**config.mk**
```make
export PLATFORM = sky130hd
export DESIGN_NAME = cordic_core_arbiter
export DESIGN_NICKNAME = d
export VERILOG_FILES = /design/src/rtl/cordic_core_arbiter.sv
export SDC_FILE = /design/constraint.sdc
export NUM_CORES = 1
export LEC_CHECK = 0
export CORE_MARGIN = 4
export CORE_UTILIZATION = 41
export DETAILED_ROUTE_END_ITERATION = 10
export PLACE_DENSITY = 0.8
export SYNTH_ARGS = -nofsm -noshare
export SYNTH_HDL_FRONTEND = slang
export SYNTH_SLANG_ARGS = --single-unit
```
**constraint.sdc**
```tcl
create_clock -name clock -period 2.18 [get_ports clock]
set_input_delay 0.436 -clock clock [delete_from_list [all_inputs] [get_ports clock]]
set_output_delay 0.436 -clock clock [all_outputs]
set_load 0.02 [all_outputs]
```
**src/rtl/cordic_core_arbiter.sv**
```systemverilog
// Round-robin share of one iterative cosine CORDIC core between two requesters.
// Latency: ack 19 cycles after the grant cycle, and the next grant comes one cycle after the ack. Callers hold req until ack, so there is no backpressure.
module cordic_core_arbiter #(
    parameter int ITERATIONS = 16,
    parameter int TIMEOUT    = 31,
    parameter int CNT_W      = 5
) (
    input  logic        clock,
    input  logic        aclr,
    input  logic        req0,
    input  logic [31:0] angle0,
    input  logic        req1,
    input  logic [31:0] angle1,
    output logic        ack0,
    output logic        ack1,
    output logic [31:0] result0,
    output logic [31:0] result1,
    output logic        err0,
    output logic        err1,
    output logic        busy,
    output logic        core_aclr,
    output logic        core_clk_en,
    output logic        core_start,
    output logic [31:0] core_dataa,
    input  logic        core_done,
    input  logic [31:0] core_result
);

    if (TIMEOUT <= ITERATIONS || TIMEOUT >= (1 << CNT_W)) begin : g_bad_params
        $error("cordic_core_arbiter: TIMEOUT must exceed ITERATIONS and fit in CNT_W bits");
    end

    localparam logic [CNT_W-1:0] TIMEOUT_CNT = CNT_W'(TIMEOUT);

    typedef enum logic [2:0] {
        IDLE,
        LAUNCH,
        RUN,
        RESPOND,
        ABORT
    } state_t;

    state_t           state;
    state_t           state_nxt;
    logic             sel;
    logic             rr_ptr;
    logic             grant_sel;
    logic             abort_pulse;
    logic [CNT_W-1:0] cnt;

    // A lone request wins outright; a simultaneous pair goes to rr_ptr.
    assign grant_sel = (req0 && req1) ? rr_ptr : req1;

    always_ff @(posedge clock) begin
        if (aclr) begin
            state      <= IDLE;
            sel        <= 1'b0;
            rr_ptr     <= 1'b0;
            cnt        <= '0;
            core_dataa <= '0;
            result0    <= '0;
            result1    <= '0;
        end else begin
            state <= state_nxt;
            case (state)
                IDLE: begin
                    if (req0 || req1) begin
                        sel        <= grant_sel;
                        core_dataa <= grant_sel ? angle1 : angle0;
                    end
                end
                LAUNCH: cnt <= '0;
                RUN: begin
                    cnt <= cnt + CNT_W'(1);
                    if (core_done) begin
                        if (sel) result1 <= core_result;
                        else     result0 <= core_result;
                    end else if (cnt == TIMEOUT_CNT) begin
                        if (sel) result1 <= '0;
                        else     result0 <= '0;
                    end
                end
                RESPOND, ABORT: rr_ptr <= ~sel;
                default: ;
            endcase
        end
    end

    always_comb begin
        state_nxt   = state;
        core_start  = 1'b0;
        core_clk_en = 1'b0;
        ack0        = 1'b0;
        ack1        = 1'b0;
        err0        = 1'b0;
        err1        = 1'b0;
        abort_pulse = 1'b0;
        case (state)
            IDLE: begin
                if (req0 || req1) state_nxt = LAUNCH;
            end
            LAUNCH: begin
                core_start  = 1'b1;
                core_clk_en = 1'b1;
                state_nxt   = RUN;
            end
            RUN: begin
                // Gating the enable on done freezes the core with its result held.
                core_clk_en = ~core_done;
                if (core_done)                state_nxt = RESPOND;
                else if (cnt == TIMEOUT_CNT)  state_nxt = ABORT;
            end
            RESPOND: begin
                ack0      = ~sel;
                ack1      = sel;
                state_nxt = IDLE;
            end
            ABORT: begin
                ack0        = ~sel;
                ack1        = sel;
                err0        = ~sel;
                err1        = sel;
                abort_pulse = 1'b1;
                state_nxt   = IDLE;
            end
            default: state_nxt = IDLE;
        endcase
    end

    assign busy      = (state != IDLE);
    assign core_aclr = aclr | abort_pulse;

endmodule
```
==> impl_metrics.tcl <==
set metrics [dict create \
    synth.cell_area_sq_mm 0.00440 \
    power_density_mw_per_mm2 649 \
    reg2reg_depth 7 \
    crit_chain "buf_4, a21o_1, and3_1, dlygate4sd2_1" \
    io_buffers 204 \
    synth_area_per_cell_sq_um 9.71 \
    n_antenna_cell 0 \
    required_ns 1.74 \
    multi_input_area_sq_mm 0.00192 \
    syn_to_final_growth_pct 55.3 \
    drtAntennaViolNets 0 \
    wl_met1_um 5600 \
    finalSetupViolations 0 \
    die-area_sq_mm 0.0124 \
    holdPathEnd "core_dataa[28]" \
    skew_ns 0.0154 \
    grt_overflow_total 0 \
    vias 4453 \
    die_w_um 112 \
    drc_errors 0 \
    numClockSinks 106 \
    finalCritPeriodShare 0.951 \
    core-area_sq_mm 0.0104 \
    std_cell_rows 37 \
    nNetsFinal 740 \
    tightest_slew_ns 0.579 \
    clk_latency_ns 0.36 \
    whs_path_depth 2 \
    syn_nets 556 \
    cts_tree "built" \
    postLayoutCellArea_sq_mm 0.00683 \
    rsz0062_at_grt "false" \
    ys_seq_area_frac 0.483 \
    ir_drop_mv 0.417 \
    reg2reg_from "cnt[0]" \
    drt_iter0_markers 329 \
    wl_met3_um 1480 \
    crit_type "reg2out" \
    drive_gt1_frac 0.0857 \
    rr_endpoint "result1[25]" \
    ys_warn_count 0 \
    grt_first_pass_wirelength_um 22200 \
    critical_path.startpoint_type "flop" \
    hp-class "reg2reg" \
    grt_max_degree 45 \
    max_slew_margin 0.614 \
    power_mw 4.43 \
    cpMaxStageDelayCell "dfxtp_2" \
    wl_per_cell_um 17.8 \
    ff_latch_area_sq_mm 0.00212 \
    ys_ff_latch 106 \
    cp.arrival_ns 1.64 \
    die_h_um 112 \
    placed_area_sq_mm 0.00663 \
    numCtsBuffers 9 \
    routed.top_layer "met4" \
    gp_congestion 0.790 \
    drt-total-wl_um 13800 \
    ys_types 40 \
    cp_max_fo 5 \
    min_from "core_dataa[28]" \
    cts_htree_levels 3 \
    n_fill_cell 836 \
    first_global_vias 4294 \
    leakage_nw 2.42 \
    hpwl_um 10100 \
    clkSlewWorstSetupHoldPaths_ns 0.10 \
    via_per_inst 5.72 \
    boundaryPins 205 \
    clockBufferDepth 2 \
    slowest_delay_ns 0.41 \
    dr_wl_met2_um 6500 \
    maxCapViolCount 0 \
    r2r_setup_slack_ns 0.16 \
    fin_crit_ns 2.07 \
    slew_violations 0 \
    hold_viol 0 \
    cp-end-kind "output pin" \
    start_util 0.424 \
    antenna_found_initial 0 \
    grtUsageTotal 0.212 \
    clock-root-buffer "clkbuf_8" \
    outcome "finished clean" \
    fmax_mhz 482 \
    syn_inst 453 \
    dr.pass1.iters 5 \
]
[layer usage]
layer,vias up,track usage
met5,-,0
met4,0,0.0608
met3,21,0.0636
met2,231,0.358
met1,2108,0.262
li1,2093,-
[per-stage QoR]
stage          setup WS [ns]  hold slack, ns  setup TNS [ns]  utilization  cells
2_1_floorplan          0.301           0.454               0            -    453
3_3_place_gp          -0.399           0.453          -0.399        0.639    762
3_5_place_dp          -0.371           0.455          -0.371        0.639    762
4_1_cts            -0.000850           0.475       -0.000850        0.659    778
5_1_grt               0.0321           0.491               0        0.658    778
6_report               0.107           0.474               0        0.658    778
[synth_stat cells]
master | number | area share
or3b_2 | 2 | 0.0040
o32ai_1 | 32 | 0.064
o21bai_1 | 2 | 0.0034
or2_2 | 2 | 0.0028
a21oi_1 | 40 | 0.046
a211oi_1 | 1 | 0.0017
o21ai_0 | 37 | 0.042
o21ai_2 | 1 | 0.0020
buf_1 | 1 | 0.00085
nor3_4 | 1 | 0.0037
nand3_1 | 1 | 0.0011
buf_2 | 15 | 0.017
ha_1 | 2 | 0.0057
a31oi_1 | 2 | 0.0028
nor3_1 | 1 | 0.0011
o31a_1 | 1 | 0.0020
and4b_1 | 1 | 0.0023
nor3b_1 | 2 | 0.0034
a21bo_2 | 1 | 0.0023
buf_6 | 4 | 0.010
a21o_1 | 3 | 0.0051
nand4_1 | 1 | 0.0014
nand2_1 | 5 | 0.0043
nor2b_1 | 4 | 0.0057
nor2_1 | 3 | 0.0026
or3_1 | 1 | 0.0014
nand4b_1 | 32 | 0.064
a41oi_1 | 1 | 0.0020
nor3b_4 | 1 | 0.0043
and2_1 | 2 | 0.0028
nor4b_1 | 2 | 0.0040
dfxtp_1 | 106 | 0.48
clkbuf_1 | 34 | 0.029
a22o_1 | 32 | 0.064
a221oi_1 | 32 | 0.064
nand3b_1 | 3 | 0.0051
nor4_1 | 2 | 0.0028
and3_1 | 2 | 0.0028
inv_1 | 34 | 0.029
nand2b_1 | 4 | 0.0057
[logic make-up (layout without fill, tap and decap cells)]
logic type,after synthesis,after routing,share of synthesized area
AO/OA/AOI/OAI,185,185,0.300
AND/OR/NAND/NOR,72,72,0.125
buffers and inverters,88,277,0.0862
adder cells (fa/ha/maj),2,2,0.00569
flip-flops,106,106,0.483
[worst max-delay path: cells and delay by family, from the launching register on]
family          cells  cell delay (ns)
compound gates      1             0.16
buf+inv             2             0.51
flops               1             0.41
simple gates        1             0.20
[state kept, by name (all words and copies together) (netlist names)]
signal      cells
core_dataa     32
rr_ptr          1
sel             1
result0        32
state           3
result1        32
cnt             5
[where the power goes]
group	switching, mW	internal, mW	total [mW]
Combinational	0.537	0.526	1.06
Clock	0.708	0.551	1.26
Sequential	0.0637	2.05	2.11
[layout by cell type, fill, tap and decap left out, types with 4 or more instances in the layout]
cell and count:
nand2_1 5, clkbuf_8 9, a21oi_1 40, a221oi_1 32, buf_12 7, a22o_1 32
dlygate4sd2_1 6, buf_4 16, dfxtp_1 105, nand2b_1 4, o32ai_1 32, inv_1 34
o21ai_0 36, clkdlybuf4s50_1 195, nand4b_1 32
[timing repair]
item | in CTS | in global routing
hold buffers | 0 | 0
gates resized for setup | 13 | 4
buffers inserted | 0 | 0
endpoints found under the setup margin | 8 | 3
[worst max-delay path by stage]
stage / startpoint / end / slack [ns] / cells after the start
2_1_floorplan: state[1] / core_clk_en / 0.30 / 3
3_3_place_gp: core_done / core_clk_en / -0.40 / 4
3_5_place_dp: core_done / core_clk_en / -0.37 / 4
4_1_cts: state[0] / ack1 / -0.0008 / 4
5_1_grt: core_done / core_clk_en / 0.03 / 4
6_report: state[0] / ack1 / 0.11 / 4
[final cells by class]
cell class	instances	area share
multi-input cells	259	0.281
inverters	34	0.0187
clock inverters	7	0.0123
well taps	136	0.0249
flip-flops and latches	106	0.311
clock buffers	9	0.0181
repair buffers	227	0.334
Power figures use the tool's default switching activity.
